**src/rtl/irrigation_pkg.sv**
```systemverilog
// Shared types and constants for the irrigation scheduler: FSM states, display condition codes, moisture levels.
// No logic here; the package only holds combinational helpers.
package irrigation_pkg;

  typedef enum logic [2:0] {
    ST_IDLE,
    ST_SETTLE,
    ST_DRIP,
    ST_SPRINKLE,
    ST_COOLDOWN,
    ST_FAULT
  } state_t;

  localparam logic [1:0] COND_OFF   = 2'b00;
  localparam logic [1:0] COND_FAULT = 2'b01;
  localparam logic [1:0] COND_DRIP  = 2'b10;
  localparam logic [1:0] COND_SPR   = 2'b11;

  localparam logic [1:0] MOIST_WET   = 2'b00;
  localparam logic [1:0] MOIST_MOIST = 2'b01;
  localparam logic [1:0] MOIST_DRY   = 2'b10;
  localparam logic [1:0] MOIST_VDRY  = 2'b11;

  function automatic logic [1:0] cond_of(state_t s);
    case (s)
      ST_FAULT:    return COND_FAULT;
      ST_DRIP:     return COND_DRIP;
      ST_SPRINKLE: return COND_SPR;
      default:     return COND_OFF;
    endcase
  endfunction

endpackage

```
**src/rtl/irrigation_scheduler_if.sv**
```systemverilog
// Sensor, enable and valve/display signals of the irrigation scheduler.
// Plain level signals, no handshake: the scheduler samples inputs every cycle.
interface irrigation_scheduler_if;
  logic       enable_i;
  logic [1:0] moisture_i;
  logic       tank_low_i;
  logic       tank_empty_i;
  logic       cond_bit0_o;
  logic       cond_bit1_o;
  logic       valve_drip_o;
  logic       valve_spr_o;
  logic       alarm_o;

  modport master (
    output enable_i, moisture_i, tank_low_i, tank_empty_i,
    input  cond_bit0_o, cond_bit1_o, valve_drip_o, valve_spr_o, alarm_o
  );

  modport slave (
    input  enable_i, moisture_i, tank_low_i, tank_empty_i,
    output cond_bit0_o, cond_bit1_o, valve_drip_o, valve_spr_o, alarm_o
  );
endinterface

```
**src/rtl/irrigation_tick_gen.sv**
```systemverilog
// Free-running 0..TICK_DIV-1 counter; tick is high for the one cycle before it wraps.
// Latency: tick every TICK_DIV cycles from reset release; no backpressure.
module irrigation_tick_gen #(
  parameter int TICK_DIV = 50_000
) (
  input  logic clk_i,
  input  logic rst_n_i,
  output logic tick
);

  localparam int W = (TICK_DIV > 1) ? $clog2(TICK_DIV) : 1;

  logic [W-1:0] cnt;

  assign tick = (cnt == W'(TICK_DIV - 1));

  always_ff @(posedge clk_i or negedge rst_n_i) begin
    if (!rst_n_i)  cnt <= '0;
    else if (tick) cnt <= '0;
    else           cnt <= cnt + 1'b1;
  end

endmodule

```
**src/rtl/irrigation_scheduler.sv**
```systemverilog
// Irrigation mode FSM: synchronised sensors, tick timer with min-on/max-on/cooldown, registered valve and code outputs.
// Latency: 2-cycle sensor synchronisers plus one registered edge; reset clears outputs asynchronously.
module irrigation_scheduler
  import irrigation_pkg::*;
#(
  parameter int TICK_DIV       = 50_000,
  parameter int SETTLE_TICKS   = 20,
  parameter int MIN_ON_TICKS   = 1000,
  parameter int MAX_ON_TICKS   = 10000,
  parameter int COOLDOWN_TICKS = 3000
) (
  input logic                   clk_i,
  input logic                   rst_n_i,
  irrigation_scheduler_if.slave bus
);

  localparam int TW = $clog2(MAX_ON_TICKS + 1);

  logic [1:0]    moist_m, moisture_s;
  logic          low_m, low_s, empty_m, empty_s;
  logic          tick;
  logic [TW-1:0] timer;
  state_t        state, state_nxt;
  logic          keep_timer;
  logic [1:0]    cond_q;
  logic          drip_q, spr_q, alarm_q;

  irrigation_tick_gen #(.TICK_DIV(TICK_DIV)) u_tick (
    .clk_i   (clk_i),
    .rst_n_i (rst_n_i),
    .tick    (tick)
  );

  always_ff @(posedge clk_i or negedge rst_n_i) begin
    if (!rst_n_i) begin
      {moist_m, low_m, empty_m}    <= '0;
      {moisture_s, low_s, empty_s} <= '0;
    end else begin
      {moist_m, low_m, empty_m}    <= {bus.moisture_i, bus.tank_low_i, bus.tank_empty_i};
      {moisture_s, low_s, empty_s} <= {moist_m, low_m, empty_m};
    end
  end

  logic dry, wet, spr_ok, run_done;
  assign dry      = (moisture_s >= MOIST_DRY);
  assign wet      = (moisture_s <= MOIST_MOIST);
  assign spr_ok   = (moisture_s == MOIST_VDRY) && !low_s;
  assign run_done = (wet && timer >= TW'(MIN_ON_TICKS)) || (timer == TW'(MAX_ON_TICKS));

  always_comb begin
    state_nxt  = state;
    keep_timer = 1'b0;
    if (empty_s) begin
      state_nxt = ST_FAULT;
    end else if (!bus.enable_i && state != ST_FAULT && state != ST_COOLDOWN) begin
      state_nxt = ST_IDLE;
    end else begin
      case (state)
        ST_IDLE:     if (dry) state_nxt = ST_SETTLE;
        ST_SETTLE: begin
          if (wet)                                          state_nxt = ST_IDLE;
          else if (timer == TW'(SETTLE_TICKS) && dry)       state_nxt = spr_ok ? ST_SPRINKLE : ST_DRIP;
        end
        ST_DRIP:     if (run_done) state_nxt = ST_COOLDOWN;
        ST_SPRINKLE: begin
          if (run_done) begin
            state_nxt = ST_COOLDOWN;
          end else if (low_s) begin
            // Degrading to drip continues the same run, so min/max accounting carries over.
            state_nxt  = ST_DRIP;
            keep_timer = 1'b1;
          end
        end
        ST_COOLDOWN: if (timer == TW'(COOLDOWN_TICKS)) state_nxt = ST_IDLE;
        ST_FAULT:    state_nxt = ST_COOLDOWN;
        default:     state_nxt = ST_IDLE;
      endcase
    end
  end

  always_ff @(posedge clk_i or negedge rst_n_i) begin
    if (!rst_n_i) begin
      state   <= ST_IDLE;
      timer   <= '0;
      cond_q  <= COND_OFF;
      drip_q  <= 1'b0;
      spr_q   <= 1'b0;
      alarm_q <= 1'b0;
    end else begin
      state <= state_nxt;
      if (state_nxt != state && !keep_timer)
        timer <= '0;
      else if (tick && timer != TW'(MAX_ON_TICKS))
        timer <= timer + 1'b1;
      cond_q  <= cond_of(state_nxt);
      drip_q  <= (state_nxt == ST_DRIP);
      spr_q   <= (state_nxt == ST_SPRINKLE);
      alarm_q <= (state_nxt == ST_FAULT);
    end
  end

  assign bus.cond_bit0_o  = cond_q[0];
  assign bus.cond_bit1_o  = cond_q[1];
  assign bus.valve_drip_o = drip_q;
  assign bus.valve_spr_o  = spr_q;
  assign bus.alarm_o      = alarm_q;

endmodule

```
**src/flat_wrapper.sv**
```systemverilog
// flat-port wrapper written by rule: the top's interface ports become plain ports
module irrigation_scheduler_flat import irrigation_pkg::*;
#(
  parameter int TICK_DIV       = 50_000,
  parameter int SETTLE_TICKS   = 20,
  parameter int MIN_ON_TICKS   = 1000,
  parameter int MAX_ON_TICKS   = 10000,
  parameter int COOLDOWN_TICKS = 3000
)
  (clk_i, rst_n_i, bus_enable_i, bus_moisture_i, bus_tank_low_i, bus_tank_empty_i, bus_cond_bit0_o, bus_cond_bit1_o, bus_valve_drip_o, bus_valve_spr_o, bus_alarm_o);
  irrigation_scheduler_if bus_i ();
  input logic clk_i;
  input logic rst_n_i;
  input wire logic [$bits(bus_i.enable_i)-1:0] bus_enable_i;
  input wire logic [$bits(bus_i.moisture_i)-1:0] bus_moisture_i;
  input wire logic [$bits(bus_i.tank_low_i)-1:0] bus_tank_low_i;
  input wire logic [$bits(bus_i.tank_empty_i)-1:0] bus_tank_empty_i;
  output wire logic [$bits(bus_i.cond_bit0_o)-1:0] bus_cond_bit0_o;
  output wire logic [$bits(bus_i.cond_bit1_o)-1:0] bus_cond_bit1_o;
  output wire logic [$bits(bus_i.valve_drip_o)-1:0] bus_valve_drip_o;
  output wire logic [$bits(bus_i.valve_spr_o)-1:0] bus_valve_spr_o;
  output wire logic [$bits(bus_i.alarm_o)-1:0] bus_alarm_o;
  assign bus_i.enable_i = bus_enable_i;
  assign bus_i.moisture_i = bus_moisture_i;
  assign bus_i.tank_low_i = bus_tank_low_i;
  assign bus_i.tank_empty_i = bus_tank_empty_i;
  assign bus_cond_bit0_o = bus_i.cond_bit0_o;
  assign bus_cond_bit1_o = bus_i.cond_bit1_o;
  assign bus_valve_drip_o = bus_i.valve_drip_o;
  assign bus_valve_spr_o = bus_i.valve_spr_o;
  assign bus_alarm_o = bus_i.alarm_o;
  irrigation_scheduler #(.TICK_DIV(TICK_DIV), .SETTLE_TICKS(SETTLE_TICKS), .MIN_ON_TICKS(MIN_ON_TICKS), .MAX_ON_TICKS(MAX_ON_TICKS), .COOLDOWN_TICKS(COOLDOWN_TICKS)) u_core (.clk_i(clk_i), .rst_n_i(rst_n_i), .bus(bus_i));
endmodule
```
**config.mk**
```make
export PLATFORM = sky130hd
export DESIGN_NAME = irrigation_scheduler_flat
export DESIGN_NICKNAME = d
export VERILOG_FILES = /design/src/rtl/irrigation_pkg.sv /design/src/rtl/irrigation_scheduler_if.sv /design/src/rtl/irrigation_tick_gen.sv /design/src/rtl/irrigation_scheduler.sv /design/src/flat_wrapper.sv
export SDC_FILE = /design/constraint.sdc
export NUM_CORES = 1
export LEC_CHECK = 0
export BUFFER_PORTS_ARGS = -buffer_cell sky130_fd_sc_hd__buf_2
export CAP_MARGIN = 15
export CORE_ASPECT_RATIO = 0.9
export CORE_MARGIN = 4
export CORE_UTILIZATION = 48
export DETAILED_ROUTE_END_ITERATION = 10
export PLACE_DENSITY = 0.67
export SYNTH_ARGS = -nofsm -noshare
export SYNTH_HDL_FRONTEND = slang
export SYNTH_SLANG_ARGS = --single-unit
```
**constraint.sdc**
```tcl
create_clock -name clk_i -period 4 [get_ports clk_i]
set_clock_uncertainty 0.15 [all_clocks]
set_input_delay 0.4 -clock clk_i [delete_from_list [all_inputs] [get_ports clk_i]]
set_output_delay 0.4 -clock clk_i [all_outputs]
set_load 0.02 [all_outputs]
```
==> impl_metrics.csv <==
group,metric,value,unit
setup_path,crit_path_frequent_cell,"inv_1",
synthesis,yosysTopAreaCellShare,0.507,
setup_path,cp.required,4.04,ns
route,vias_per_cell,5.50,
sta,holdWs,0.0573,ns
sta,setup_viol,0,
synthesis,synth_area_per_cell,10.6,um2
setup_path,r2r-start,"u_core.timer[1]",
setup_path,crit_type,"flip-flop to flip-flop",
synthesis,synthAdderAreaFrac,0.0165,
synthesis,syn-cell-area,2270,um2
sta,tns,0,ns
route,wl,4140,um
synthesis,ys_top_cells_by_area,"dfrtp_1 51%, xor2_1 5.8%, nor4_1 4.7%, xnor2_1 3.9%, nor2_1 3.1%",
setup_path,crit_family,"simple AND/OR/NAND/NOR gates",
global_routing,antenna_found_initial,0,
setup_path,endpoint_kind,"flip-flop",
final_layout,diodes,0,
route,ant_nets,0,
clock_tree,insertion_delay,0.30,ns
synthesis,synth_top_family_by_area,"simple AND/OR/NAND/NOR gates",
global_routing,grt_pass1_wl,7320,um
sta,slew_headroom,0.347,
flow_run,cap_violations,0,
clock_tree,cts_tree,"built",
clock_tree,clk_pin_slew_worst_paths,0.08,ns
sta,fmax,351,MHz
final_layout,multi_input_area,1050,um2
route,vias,1600,
final_layout,seqCellArea,1150,um2
final_layout,area_delta_synth_final,10.1,%
synthesis,synth-async-reset-ratio,1.00,
place,gp_congestion,0.859,
synthesis,synthMuxAreaShare,0.00881,
sta,fin_crit_sh,0.712,
clock_tree,cts_resized,0,
clock_tree,post_cts_buffers,0,
pwr,p_leak,1.06,nW
synthesis,synthSimpleGateAreaFrac,0.289,
clock_tree,root_buffer,"clkbuf_8",
synthesis,synth_cells,215,
final_layout,final_cell_mix,"46 x dfrtp_1, 19 x nor2_1, 17 x nor4_1",
route,drt_first_iter_violations,141,
synthesis,yosys_warnings,0,
synthesis,synth_compound_area_frac,0.0501,
synthesis,synth_edf_count,0,
pwr,powerDensity,334,nW/um2
place,place_ws,1.16,ns
floorplan,core_area,4520,um2
setup_path,setup.worst_path.start,"u_core.timer[1]",
setup_path,start_kind,"flip-flop",
global_routing,grt_start_max_net_pins,47,
sta,final_hold_viol_count,0,
sta,setup_slack,1.15,ns
place,port-buffer-count,11,
sta,tightest_slew,0.980,ns
global_routing,grt_pass1_vias,1582,
floorplan,die_area,5900,um2
clock_tree,htree_levels,2,
synthesis,synth_xor_area_frac,0.0964,
final_layout,final_common_cell,"dfrtp_1",
clock_tree,clock_path_buffers,2,
final_layout,layout.nets,238,
worst_hold_path,holdCritPathClass,"primary input to flip-flop",
place,dpl.hpwl,2860,um
setup_path,cp_num_buf_inv,2,
clock_tree,cts.sinks,46,
setup_path,cp_slowest_stage_delay,0.65,ns
floorplan,num_io_pins,12,
synthesis,synthFlopType,"dfrtp_1",
worst_hold_path,min_from,"bus_tank_empty_i",
pwr,peakVddDrop,0.223,mV
synthesis,synth_cell_types,44,
route,avgRoutedWirePerCell,14.2,um
setup_path,arrival,2.89,ns
synthesis,synth-seq-cells,46,
place,dpl.cell_count,283,
synthesis,seq_area_frac_synth,0.507,
synthesis,synth_largest_area_cell,"dfrtp_1",
sta,min_period,2.85,ns
floorplan,initial_core_util,0.503,
global_routing,grt.overflow.total,0,
clock_tree,ctsHoldBuffers,0,
route,drc,0,
run_status,status,"completed",
clock_tree,cts_made_buffers,5,
floorplan,dieWidth,80.5,um
final_layout,nFillCells,415,
floorplan,rows,23,
setup_path,crit_path_max_fanout,8,
setup_path,slowest_stage,"or4b_2",
floorplan,die_y,73.3,um
global_routing,grt_usage,0.158,
sta,rsz0062_at_grt,"no",
sta,drv_slew,0,
final_layout,final_cells,291,
final_layout,drive_above_1_share,0.140,
route,dr.pass1.iters,4,
final_layout,final_util,0.554,
synthesis,syn_nets,225,
setup_path,cp_cell_sequence,"inv_1 -> ha_1 -> or4b_2 -> nor4_4 -> nor3_1 -> o21ai_0 -> inv_1 -> and2_1",
## kinds of logic (layout without fill, tap and decap cells)
group | count (synthesis) | in the layout
flip-flops | 46 | 46
AO/OA/AOI/OAI | 18 | 18
AND/OR/NAND/NOR | 104 | 104
adder cells (fa/ha/maj) | 3 | 3
multiplexers | 2 | 2
buffers and inverters | 17 | 31
XOR/XNOR | 25 | 25
## path summary, 6_finish.rpt
path | to | slack, ns | depth (start not counted)
worst max-delay path | u_core.bus.valve_drip_o | 1.15 | 8
worst min-delay path | u_core.empty_m | 0.06 | 1
worst max register to register | u_core.bus.valve_drip_o | 1.15 | 8
worst min register to register | u_core.low_s | 0.20 | 0
max in group asynchronous | u_core.timer[10] | 2.98 | 1
min in group asynchronous | u_core.u_tick.cnt[1] | 0.11 | 1
## synthesized netlist by cell type (all sizes together), types with 3 or more instances
master  count
dfrtp      46
nor2       19
nor4       19
xor2       15
nand2      10
xnor2      10
inv         8
nand3       8
nand4       8
clkbuf      6
nor3        6
and3        5
o21ai       5
and2        4
nor2b       4
or4b        4
a21oi       3
buf         3
ha          3
nand4b      3
o211ai      3
## layout make-up
class,count,area share
clock inverter,2,0.0150
sequential,46,0.460
timing repair buffer,15,0.0340
tap,62,0.0310
inverter,8,0.0120
clock buffer,6,0.0290
multi-input combinational,152,0.419
## metal layers
metal,global-route usage,wire length [um]
met1,0.227,2200
met2,0.229,1760
met3,0.0355,135
met4,0.0713,46
met5,0,0
## power breakdown
part | switching (mW) | internal, mW
Combinational | 0.0188 | 0.00762
Clock | 0.150 | 0.186
Sequential | 0.00364 | 0.470
Total | 0.172 | 0.664
## through the flow
step,area (um2),power (mW)
final,2500,0.836
after global routing,2500,0.872
after CTS,2500,0.851
after detailed placement,2390,0.511
after global placement,2390,0.510
after floorplan,2270,0.493
## sequential cells by signal (all words and copies together), names as in the netlist, 2 cells and up
name / count
u_core.u_tick.cnt: 16
u_core.cond_q: 2
u_core.state: 3
u_core.timer: 14
u_core.moist_m: 2
u_core.moisture_s: 2
Note: power is estimated with default switching activity, not from simulation.
